`src/rtl/demux3x8_deser_pkg.sv`:
```
// Shared definitions for the 1:8 serial-to-parallel deserializer.
//   BYTE_W  : width of the assembled byte
//   CNT_W   : width of the bit-slot counter
//   state_e : two-state control FSM encoding (COLLECT / HOLD)
package demux3x8_deser_pkg;

  localparam int unsigned BYTE_W = 8;
  localparam int unsigned CNT_W  = 3;

  typedef enum logic {
    COLLECT = 1'b0,
    HOLD    = 1'b1
  } state_e;

endpackage

```
`src/rtl/demux3x8_deser_if.sv`:
```
// Serial-in / byte-out handshake bundle for demux3x8_deser.
//   clear     : synchronous abort of the partial or held byte
//   in_valid  : serial bit offered on in_bit
//   in_bit    : serial data bit
//   in_ready  : deserializer accepts a bit this cycle
//   out_data  : assembled byte
//   out_valid : out_data holds a complete byte
//   out_ready : consumer takes the byte this cycle
//   bit_count : index of the next bit slot (before MSB_FIRST mapping)
// master = producer/consumer side, slave = deserializer side.
interface demux3x8_deser_if;
  import demux3x8_deser_pkg::*;

  logic              clear;
  logic              in_valid;
  logic              in_bit;
  logic              in_ready;
  logic [BYTE_W-1:0] out_data;
  logic              out_valid;
  logic              out_ready;
  logic [CNT_W-1:0]  bit_count;

  modport master (
    output clear, in_valid, in_bit, out_ready,
    input  in_ready, out_data, out_valid, bit_count
  );

  modport slave (
    input  clear, in_valid, in_bit, out_ready,
    output in_ready, out_data, out_valid, bit_count
  );

endinterface

```
`src/rtl/demux3x8_deser_decoder3x8.sv`:
```
// 3-to-8 one-hot decoder used to select the byte slot written on an accept.
//   sel_i    : 3-bit slot index
//   onehot_o : 8-bit one-hot select, bit sel_i set
module decoder3x8 (
  input  logic [2:0] sel_i,
  output logic [7:0] onehot_o
);

  always_comb begin
    onehot_o        = '0;
    onehot_o[sel_i] = 1'b1;
  end

endmodule

```
`src/rtl/demux3x8_deser.sv`:
```
// Serial-to-parallel deserializer: receiving counterpart of the 8:1 bit-select
// mux. Bit k of a byte (k = accept order) is written back into slot k
// (MSB_FIRST=0) or slot 7-k (MSB_FIRST=1). After 8 accepts the byte is held
// with out_valid until the consumer handshakes, then cleared to zero.
//   clk   : rising-edge clock
//   reset : asynchronous active-high reset
//   bus   : demux3x8_deser_if.slave handshake bundle
module demux3x8_deser
  import demux3x8_deser_pkg::*;
#(
  parameter bit MSB_FIRST = 1'b0
) (
  input  logic                   clk,
  input  logic                   reset,
  demux3x8_deser_if.slave        bus
);

  state_e            state_q, state_d;
  logic [BYTE_W-1:0] data_q,  data_d;
  logic [CNT_W-1:0]  cnt_q,   cnt_d;

  logic [CNT_W-1:0]  slot;
  logic [BYTE_W-1:0] slot_sel;
  logic              accept;

  assign slot = MSB_FIRST ? (3'd7 - cnt_q) : cnt_q;

  decoder3x8 u_dec (
    .sel_i    (slot),
    .onehot_o (slot_sel)
  );

  // in_ready depends on state alone, so HOLD never bypasses into an accept.
  assign accept = bus.in_valid && (state_q == COLLECT);

  always_ff @(posedge clk or posedge reset) begin
    if (reset) begin
      state_q <= COLLECT;
      data_q  <= '0;
      cnt_q   <= '0;
    end else begin
      state_q <= state_d;
      data_q  <= data_d;
      cnt_q   <= cnt_d;
    end
  end

  always_comb begin
    state_d = state_q;
    data_d  = data_q;
    cnt_d   = cnt_q;
    if (bus.clear) begin
      state_d = COLLECT;
      data_d  = '0;
      cnt_d   = '0;
    end else begin
      case (state_q)
        COLLECT: begin
          if (accept) begin
            data_d = (data_q & ~slot_sel) | (slot_sel & {BYTE_W{bus.in_bit}});
            cnt_d  = cnt_q + 3'd1;
            if (cnt_q == 3'd7) state_d = HOLD;
          end
        end
        HOLD: begin
          if (bus.out_ready) begin
            state_d = COLLECT;
            data_d  = '0;
          end
        end
        default: state_d = COLLECT;
      endcase
    end
  end

  assign bus.in_ready  = (state_q == COLLECT);
  assign bus.out_valid = (state_q == HOLD);
  assign bus.out_data  = data_q;
  assign bus.bit_count = cnt_q;

endmodule
```
`src/flat_wrapper.sv`:
```
// flat-port wrapper written by rule: the top's interface ports become plain ports
module demux3x8_deser_flat import demux3x8_deser_pkg::*;
#(
  parameter bit MSB_FIRST = 1'b0
)
  (clk, reset, bus_clear, bus_in_valid, bus_in_bit, bus_out_ready, bus_in_ready, bus_out_data, bus_out_valid, bus_bit_count);
  demux3x8_deser_if bus_i ();
  input  logic clk;
  input  logic reset;
  input wire logic [$bits(bus_i.clear)-1:0] bus_clear;
  input wire logic [$bits(bus_i.in_valid)-1:0] bus_in_valid;
  input wire logic [$bits(bus_i.in_bit)-1:0] bus_in_bit;
  input wire logic [$bits(bus_i.out_ready)-1:0] bus_out_ready;
  output wire logic [$bits(bus_i.in_ready)-1:0] bus_in_ready;
  output wire logic [$bits(bus_i.out_data)-1:0] bus_out_data;
  output wire logic [$bits(bus_i.out_valid)-1:0] bus_out_valid;
  output wire logic [$bits(bus_i.bit_count)-1:0] bus_bit_count;
  assign bus_i.clear = bus_clear;
  assign bus_i.in_valid = bus_in_valid;
  assign bus_i.in_bit = bus_in_bit;
  assign bus_i.out_ready = bus_out_ready;
  assign bus_in_ready = bus_i.in_ready;
  assign bus_out_data = bus_i.out_data;
  assign bus_out_valid = bus_i.out_valid;
  assign bus_bit_count = bus_i.bit_count;
  demux3x8_deser #(.MSB_FIRST(MSB_FIRST)) u_core (.clk(clk), .reset(reset), .bus(bus_i));
endmodule
```
`config.mk`:
```
export PLATFORM = sky130hd
export DESIGN_NAME = demux3x8_deser_flat
export DESIGN_NICKNAME = d
export VERILOG_FILES = /design/src/rtl/demux3x8_deser_pkg.sv /design/src/rtl/demux3x8_deser_if.sv /design/src/rtl/demux3x8_deser_decoder3x8.sv /design/src/rtl/demux3x8_deser.sv /design/src/flat_wrapper.sv
export SDC_FILE = /design/constraint.sdc
export NUM_CORES = 1
export LEC_CHECK = 0
export BUFFER_PORTS_ARGS = -buffer_cell sky130_fd_sc_hd__clkbuf_2
export CELL_PAD_IN_SITES_DETAIL_PLACEMENT = 1
export CELL_PAD_IN_SITES_GLOBAL_PLACEMENT = 2
export CORE_MARGIN = 1.5
export CORE_UTILIZATION = 31
export CTS_CLUSTER_SIZE = 20
export DETAILED_ROUTE_END_ITERATION = 7
export PLACE_DENSITY_LB_ADDON = 0.1
export SLEW_MARGIN = 20
export SYNTH_ARGS = -nofsm -noshare
export SYNTH_HDL_FRONTEND = slang
export SYNTH_HIERARCHICAL = 1
export SYNTH_SLANG_ARGS = --single-unit
export TNS_END_PERCENT = 10
```
`constraint.sdc`:
```
create_clock -name clk -period 1.5 [get_ports clk]
set_input_delay 0.3 -clock clk [delete_from_list [all_inputs] [get_ports clk]]
set_output_delay 0.3 -clock clk [all_outputs]
set_load 0.05 [all_outputs]
```
==> results of run 1 <==
Yosys cell counts:
| library cell | instances |
|---|---|
| buf_6 | 1 |
| nor3_1 | 1 |
| a211oi_4 | 1 |
| or2_1 | 1 |
| ha_1 | 2 |
| a221o_2 | 6 |
| xnor2_1 | 1 |
| and3b_2 | 3 |
| a2bb2oi_1 | 1 |
| nor2_1 | 4 |
| nor2_4 | 1 |
| nor3b_1 | 11 |
| buf_4 | 1 |
| mux2i_1 | 2 |
| inv_1 | 2 |
| a221o_1 | 2 |
| nor2b_2 | 1 |
| nand2_1 | 1 |
| dfrtp_1 | 12 |
| and3_2 | 1 |
flip-flops by register name, indices dropped and copies added (netlist names):
signal / count
u_core/bus.out_data: 8
u_core/bus.out_valid: 1
u_core/bus.bit_count: 3
through the flow:
step | hold slack [ps] | worst slack, ps
2_1_floorplan | 165 | 2.34
3_3_place_gp | 329 | 107
3_5_place_dp | 323 | 111
4_1_cts | 21.6 | 60.8
5_1_grt | 47.3 | 5.16
6_report | 10.2 | 101
logic make-up after synthesis:
group	count (synthesis)	synth area share [%]
AND/OR/NAND/NOR	24	25.5
flip-flops	12	45.0
AO/OA/AOI/OAI	10	17.4
buffers and inverters	4	3.94
multiplexers	2	3.00
adder cells (fa/ha/maj)	2	3.75
XOR/XNOR	1	1.31
area by class of cell:
class	count	area (um^2)	area share (%)
repair buffers	20	105	12.7
clock buffers	4	36.3	4.39
multi-input cells	39	340	41.2
flip-flops and latches	12	303	36.7
inverters	2	7.51	0.909
well taps	27	33.8	4.09
timing repair:
item	4_1_cts	5_1_grt
endpoints found under the hold margin	0	0
gates resized for setup	0	2
hold buffers	0	0
endpoints found under the setup margin	0	2
final timing paths:
kind,start,endpoint
hold / removal,reset,u_core/bus.out_data[4]
setup / recovery,u_core/bus.bit_count[2],bus_bit_count[2]
max in group asynchronous,reset,u_core/bus.out_valid
hold reg to reg,u_core/bus.out_data[4],u_core/bus.out_data[4]
min in group clk,bus_clear,u_core/bus.bit_count[0]
setup reg to reg,u_core/bus.out_valid,u_core/bus.out_data[5]
per-layer routing:
| metal | GRT usage, % | routed length [um] | vias to the layer above |
|---|---|---|---|
| met2 | 19.4 | 632 | 13 |
| met1 | 17.5 | 670 | 258 |
| met3 | 3.37 | 66 | 0 |
| met4 | 5.56 | 0 | 0 |
| met5 | 0 | 0 | - |
| li1 | - | - | 256 |
power groups by stage:
stage	combinational (mW)	sequential, mW	clock [mW]
after global placement	0.141	0.362	0
after global routing	0.152	0.361	0.288
final	0.139	0.357	0.257
after floorplan	0.0605	0.405	0
after CTS	0.141	0.357	0.270
after detailed placement	0.141	0.363	0
==> impl_metrics.py, run 1 <==
metrics = {
    "sta": {
        "clock_skew_ps": 1.04,
        "finalMaxSlewViolations": 0,
        "setup-tns-final_ps": 0,
        "worst_pin_slew_ps": 469,
        "max_clock_freq_ghz": 0.715,
        "relSlewSlack_pct": 68.7,
        "fin_crit_sh_pct": 93.2,
        "hold_violations": 0,
        "post-route-min-period_ps": 1400,
        "rsz0062_at_grt": "no",
        "finalSetupViolations": 0,
    },
    "critical_path": {
        "startpoint_type": "register",
        "crit_chain": "buf_2",
        "required_ps": 1200,
        "r2r_cells": 3,
        "end_kind": "primary output",
        "worst-path-stages": 1,
        "arrival_ps": 1100,
        "max_stage_delay_ps": 510,
        "critPathBufInv": 1,
        "critical_path.slowest_cell": "dfrtp_1",
        "r2r_slack_ps": 140,
        "timing_worst_setup_path_type": "register to primary output",
        "crit_path_max_fanout": 11,
        "cp_top_family": "flip-flops",
    },
    "logic_synthesis": {
        "ys_warn_count": 6,
        "ys_types": 20,
        "yosysSeqAreaShare_pct": 45.0,
        "synth-seq-cells": 12,
        "synth_top_cell_area_share_pct": 45.0,
        "syn_avg_cell_area_um2": 12.1,
        "synth_area_um2": 667,
        "yosysTopAreaCell": "dfrtp_1",
        "synthesis.nets": 63,
        "yosys-top-cells-area": "dfrtp_1 (45%), nor3b_1 (12%), a221o_2 (10%)",
        "syn_inst": 55,
    },
    "detailed_routing": {
        "drt-initial-drc-count": 7,
        "wl_mm": 1.37,
        "drc": 0,
        "firstDrtPassIters": 4,
        "ant_nets": 0,
        "viasPerCell": 5.07,
        "wl_per_cell_um": 13.2,
        "num_vias": 527,
    },
    "run": {
        "max-cap-violations": 0,
    },
    "global_route": {
        "grt.total_usage_pct": 12.9,
        "grt_max_degree": 13,
        "grt-ovfl-total": 0,
        "antenna_found_initial": 0,
        "grt_pass1_wl_mm": 2.42,
        "first_global_vias": 528,
    },
    "clock_network": {
        "htreeDepth": 1,
        "path_clk_slew_ps": 80,
        "postCtsSetupBuffers": 0,
        "root_buffer": "clkbuf_4",
        "clock-sinks": 12,
        "clock_path_buffers": 2,
        "insertion_delay_ps": 270,
        "cts_tree": "yes",
        "cts_inserted_buffers": 3,
    },
    "placement": {
        "place.gp.congestion": 0.687,
        "dp_hpwl_mm": 1.02,
        "place_area_um2": 790,
        "dp_cells": 100,
        "numPortBuffers": 18,
    },
    "finish": {
        "final_cell_mix": "clkbuf_2 (16), nor3b_1 (11), dfrtp_1 (10)",
        "final_common_cell": "clkbuf_2",
        "syn_to_final_growth_pct": 23.8,
        "layout.cells.non_filler": 104,
        "drive_gt1_share_pct": 50.6,
        "layout.nets": 86,
        "finish.utilization_pct": 41.3,
        "antenna_cells": 0,
        "stdcell_area_um2": 826,
        "fillers": 236,
    },
    "status": {
        "status": "complete, no violations",
    },
    "pwr": {
        "p_comb_share_pct": 18.5,
        "finalPower_mw": 0.753,
        "p_seq_share_pct": 47.4,
        "clockPowerShare_pct": 34.1,
        "p_leak_nw": 0.410,
        "power_density_mw_per_mm2": 911,
        "internal_power_mw": 0.530,
        "p_switching_mw": 0.223,
        "irDropWorstVdd_v": 0.000343,
        "p_sw_share_pct": 29.6,
    },
    "die": {
        "coreArea_mm2": 0.00200,
        "dieArea_mm2": 0.00244,
        "num_rows": 16,
        "start_util_pct": 33.3,
        "die_w_um": 49.4,
        "die_h_um": 49.4,
        "io_pins": 19,
    },
    "min_path": {
        "holdCritPathClass": "input pin to async pin",
    },
}
(Power assumes the default switching activity.)
==> run 2: changes to the inputs <==
--- a/config.mk
+++ b/config.mk
@@ -12,7 +12,9 @@
 export CORE_UTILIZATION = 31
 export CTS_CLUSTER_SIZE = 20
 export DETAILED_ROUTE_END_ITERATION = 7
+export MAX_ROUTING_LAYER = met4
 export PLACE_DENSITY_LB_ADDON = 0.1
+export RECOVER_POWER = 25
 export SLEW_MARGIN = 20
 export SYNTH_ARGS = -nofsm -noshare
 export SYNTH_HDL_FRONTEND = slang
==> run 2 against run 1 <==
  * Combinational power about the same
  * Critical path depth unchanged
  * Power down 0.23%
  * Global-route usage up 0.36 points
  * Clock power about the same
  * Routed wire length down 0.29%
  * Die area unchanged
  * Largest power group unchanged
==> impl_metrics.py, run 2 (same netlist as run 1, synthesis figures left out) <==
metrics = {
    "pwr": {
        "p_leak_nw": 0.409,
        "irDropWorstVdd_v": 0.000344,
        "power_density_mw_per_mm2": 909,
        "finalPower_mw": 0.751,
    },
    "finish": {
        "finish.utilization_pct": 41.3,
        "layout.nets": 86,
        "seqCellArea_um2": 303,
        "layout.cells.non_filler": 104,
        "fillers": 236,
        "stdcell_area_um2": 826,
        "final_cell_mix": "clkbuf_2 (17), nor3b_1 (11), dfrtp_1 (10)",
        "largest_reg_flops": 8,
        "syn_to_final_growth_pct": 23.8,
        "final_common_cell": "clkbuf_2",
        "multi_input_area_um2": 340,
        "drive_gt1_share_pct": 50.6,
        "antenna_cells": 0,
    },
    "sta": {
        "post-route-min-period_ps": 1410,
        "fin_crit_sh_pct": 94.2,
        "finalMaxSlewViolations": 0,
        "worst_pin_slew_ps": 479,
        "finalSetupViolations": 0,
        "setup-tns-final_ps": 0,
        "max_clock_freq_ghz": 0.708,
        "relSlewSlack_pct": 68.1,
        "clock_skew_ps": 0.646,
        "rsz0062_at_grt": "no",
        "hold_violations": 0,
    },
    "critical_path": {
        "cp-endpoint": "bus_bit_count[1]",
        "startpoint_type": "register",
        "crit_path_max_fanout": 11,
        "critPathBufInv": 1,
        "crit_start": "u_core/bus.bit_count[1]",
        "reg2reg_to": "u_core/bus.out_data[5]",
        "required_ps": 1200,
        "r2r_slack_ps": 140,
        "r2r_cells": 3,
        "reg2reg_from": "u_core/bus.out_valid",
        "arrival_ps": 1110,
        "end_kind": "primary output",
        "timing_worst_setup_path_type": "register to primary output",
        "max_stage_delay_ps": 500,
        "crit_chain": "clkbuf_2",
        "worst-path-stages": 1,
        "cp_top_family": "flip-flops",
        "critical_path.slowest_cell": "dfrtp_1",
    },
    "detailed_routing": {
        "viasPerCell": 5.02,
        "ant_nets": 0,
        "drt-initial-drc-count": 7,
        "num_vias": 522,
        "wl_met1_um": 685,
        "drc": 0,
        "route.met3.wl_um": 61,
        "wl_per_cell_um": 13.1,
        "wl_mm": 1.37,
        "maxUsedRoutingLayer": "met3",
        "firstDrtPassIters": 4,
        "dr_wl_met2_um": 618,
    },
    "global_route": {
        "antenna_found_initial": 0,
        "grt_pass1_wl_mm": 2.42,
        "grt_max_degree": 13,
        "grt.total_usage_pct": 13.3,
        "grt-ovfl-total": 0,
        "first_global_vias": 527,
    },
    "run": {
        "max-cap-violations": 0,
    },
    "die": {
        "io_pins": 19,
        "die_h_um": 49.4,
        "num_rows": 16,
        "die_w_um": 49.4,
        "start_util_pct": 33.3,
        "dieArea_mm2": 0.00244,
        "coreArea_mm2": 0.00200,
    },
    "placement": {
        "place_area_um2": 790,
        "dp_hpwl_mm": 1.02,
        "numPortBuffers": 18,
        "place.gp.congestion": 0.694,
        "dp_cells": 100,
    },
    "clock_network": {
        "clock_path_buffers": 2,
        "path_clk_slew_ps": 80,
        "root_buffer": "clkbuf_4",
        "insertion_delay_ps": 270,
        "cts_inserted_buffers": 3,
        "clock-sinks": 12,
        "cts_tree": "yes",
        "htreeDepth": 1,
    },
    "min_path": {
        "holdCritPathClass": "input pin to async pin",
    },
    "status": {
        "status": "complete, no violations",
    },
}
==> run 2: cell count changes in the layout (fill, tap and decap cells not counted) <==
| cell | previous run | this run |
|---|---|---|
| buf_2 | 2 | 1 |
| clkbuf_2 | 16 | 17 |
==> run 2: repair_timing <==
action | 4_1_cts | 5_1_grt
hold buffers | 0 | 0
gates resized for setup | 0 | 1
buffers inserted | 0 | 0
hold endpoints to repair | 0 | 0
endpoints found under the setup margin | 0 | 1
==> run 2: metal layers <==
layer  global-route usage (%)  up-vias
met5                        -        -
met4                     5.56        0
met3                     2.76        0
met2                     19.4       13
met1                     17.9      254
li1                         -      255
==> run 2: how the worst min path moves through the flow <==
stage          startpoint                       to  slack, ps  cells past startpoint
3_3_place_gp        reset  u_core/bus.bit_count[2]        330                      2
3_5_place_dp        reset   u_core/bus.out_data[4]        320                      2
4_1_cts             reset  u_core/bus.bit_count[2]         20                      2
6_report            reset  u_core/bus.bit_count[2]         20                      2
5_1_grt             reset  u_core/bus.bit_count[2]         50                      2
2_1_floorplan       reset  u_core/bus.bit_count[1]        160                      1
==> run 2: where the power goes <==
part | internal, mW | leakage (nW) | switching [mW]
combinational | 0.0459 | 0.226 | 0.0931
sequential | 0.337 | 0.162 | 0.0205
clock | 0.147 | 0.0210 | 0.107
total | 0.530 | 0.409 | 0.221
==> run 2: through the flow <==
stage / hold WS [ps] / setup WS (ps)
floorplan: 165 / 2.34
global placement: 329 / 107
detailed placement: 323 / 111
CTS: 21.6 / 60.8
global route: 47.3 / 0.507
finish: 17.6 / 87.1
==> run 2: cell type report <==
cell class | instances | share of cell area (%)
Sequential cell | 12 | 36.7
Inverter | 2 | 0.909
Timing Repair Buffer | 20 | 12.7
Multi-Input combinational cell | 39 | 41.2
Tap cell | 27 | 4.09
Clock buffer | 4 | 4.39
==> run 3: changes to the inputs <==
--- a/config.mk
+++ b/config.mk
@@ -13,7 +13,7 @@
 export CTS_CLUSTER_SIZE = 20
 export DETAILED_ROUTE_END_ITERATION = 7
 export MAX_ROUTING_LAYER = met4
-export PLACE_DENSITY_LB_ADDON = 0.1
+export PLACE_DENSITY = 0.81
 export RECOVER_POWER = 25
 export SLEW_MARGIN = 20
 export SYNTH_ARGS = -nofsm -noshare
==> run 3 against run 2 <==
  * The flow now finishes with violations (negative hold slack)
  * Routed wire length is 13% higher
  * Flip-flop and latch count stayed put
  * Combinational power up 3%
  * Via count rose by 3.3%
  * Register-to-register slack improved by 70 ps
  * Hold slack worse by 23 ps
  * Final cell count is the same
  * Maximum frequency grew 1.3%
  * Sequential share of layout area grew 0.080 points
  * Setup slack gained 19 ps
  * Power is 2.2% higher
==> impl_metrics.py, run 3 (same netlist as run 1, synthesis figures left out) <==
metrics = {
    "clock_network": {
        "insertion_delay_ps": 280,
        "root_buffer": "clkbuf_4",
        "clock-sinks": 12,
        "postCtsSetupBuffers": 0,
        "cts_tree": "yes",
        "htreeDepth": 1,
        "clock_path_buffers": 2,
        "cts_inserted_buffers": 3,
        "post_cts_resized": 0,
        "path_clk_slew_ps": 80,
        "postCtsHoldBufs": 0,
    },
    "placement": {
        "dp_hpwl_mm": 1.13,
        "place_ws_ps": 85.3,
        "place.gp.congestion": 0.723,
        "dp_cells": 100,
        "numPortBuffers": 18,
    },
    "sta": {
        "worst_pin_slew_ps": 468,
        "fin_ws_ps": 106,
        "rsz0062_at_grt": "no",
        "max_clock_freq_ghz": 0.717,
        "fin_crit_sh_pct": 92.9,
        "whs_ps": -5.31,
        "post-route-min-period_ps": 1390,
        "finalMaxSlewViolations": 0,
        "clock_skew_ps": 4.36,
        "relSlewSlack_pct": 68.7,
        "hold_violations": 7,
        "setup-tns-final_ps": 0,
        "finalSetupViolations": 0,
    },
    "critical_path": {
        "r2r_cells": 3,
        "crit_path_max_fanout": 5,
        "r2r_slack_ps": 210,
        "end_kind": "primary output",
        "required_ps": 1200,
        "startpoint_type": "register",
        "arrival_ps": 1090,
        "reg2reg_to": "u_core/bus.out_data[1]",
        "timing_worst_setup_path_type": "register to primary output",
        "reg2reg_from": "u_core/bus.bit_count[1]",
    },
    "pwr": {
        "power_density_mw_per_mm2": 924,
        "p_sw_share_pct": 30.6,
        "p_comb_share_pct": 18.6,
        "internal_power_mw": 0.533,
        "p_leak_nw": 0.407,
        "clockPowerShare_pct": 34.7,
        "p_switching_mw": 0.235,
        "p_seq_share_pct": 46.6,
        "irDropWorstVdd_v": 0.000521,
    },
    "finish": {
        "drive_gt1_share_pct": 54.5,
        "syn_to_final_growth_pct": 24.6,
        "layout.nets": 86,
        "layout.cells.non_filler": 104,
        "antenna_cells": 0,
        "final_common_cell": "clkbuf_2",
        "final_cell_mix": "clkbuf_2 (16), nor3b_1 (11), dfrtp_1 (8)",
        "largest_reg_flops": 8,
    },
    "die": {
        "io_pins": 19,
        "start_util_pct": 33.3,
        "die_h_um": 49.4,
        "dieArea_mm2": 0.00244,
        "num_rows": 16,
        "coreArea_mm2": 0.00200,
        "die_w_um": 49.4,
    },
    "detailed_routing": {
        "wl_per_cell_um": 14.8,
        "num_vias": 539,
        "drt-initial-drc-count": 4,
        "viasPerCell": 5.18,
        "drc": 0,
        "ant_nets": 0,
        "wl_mm": 1.54,
        "firstDrtPassIters": 2,
    },
    "global_route": {
        "grt_pass1_wl_mm": 2.84,
        "first_global_vias": 611,
        "grt.total_usage_pct": 16.1,
        "grt_max_degree": 13,
        "antenna_found_initial": 0,
        "grt-ovfl-total": 0,
    },
    "status": {
        "violations": "negative hold slack",
        "status": "complete, but fails checks",
    },
    "min_path": {
        "holdCritPathClass": "input pin to async pin",
    },
    "run": {
        "max-cap-violations": 0,
    },
}
run 3: area by class of cell:
type                    count  area [um^2]
clock buffers               4         36.3
flip-flops and latches     12          305
multi-input cells          39          343
inverters                   2         7.51
well taps                  27         33.8
fillers                   240         1170
repair buffers             20          105
run 3: worst max-delay path, cell delays in order, from the launching register on:
cell	delay (ps)
dfrtp_2	450
inv_1	90
clkbuf_2	270
run 3: per-stage QoR:
stage               total power, mW  hold slack [ps]  util (%)  cell area, um^2
floorplan                     0.465              165         -              669
global placement              0.504              325      39.4              790
detailed placement            0.509              326      39.4              790
CTS                           0.785             7.35      41.3              826
global route                  0.811             38.9      41.5              831
finish                        0.767            -5.31      41.5              831
run 3: worst max-delay path by stage:
stage                              to  cells past startpoint                    start
2_1_floorplan  u_core/bus.out_data[2]                      3  u_core/bus.bit_count[1]
3_3_place_gp   u_core/bus.out_data[1]                      3     u_core/bus.out_valid
3_5_place_dp   u_core/bus.out_data[7]                      3     u_core/bus.out_valid
4_1_cts              bus_bit_count[1]                      1  u_core/bus.bit_count[1]
5_1_grt                  bus_in_ready                      2     u_core/bus.out_valid
6_report                 bus_in_ready                      2     u_core/bus.out_valid
run 3: power groups by stage:
stage / clock network, mW / logic (mW) / registers [mW]
3_5_place_dp: 0 / 0.144 / 0.365
3_3_place_gp: 0 / 0.141 / 0.363
2_1_floorplan: 0 / 0.0605 / 0.405
4_1_cts: 0.282 / 0.145 / 0.358
5_1_grt: 0.292 / 0.156 / 0.363
6_report: 0.267 / 0.143 / 0.358
run 3: routing by layer:
metal	vias up	global-route usage (%)	routed length, um
li1	251	-	-
met1	270	16.7	645
met2	18	27.5	785
met3	0	7.36	109
met4	0	4.17	0
met5	-	-	0
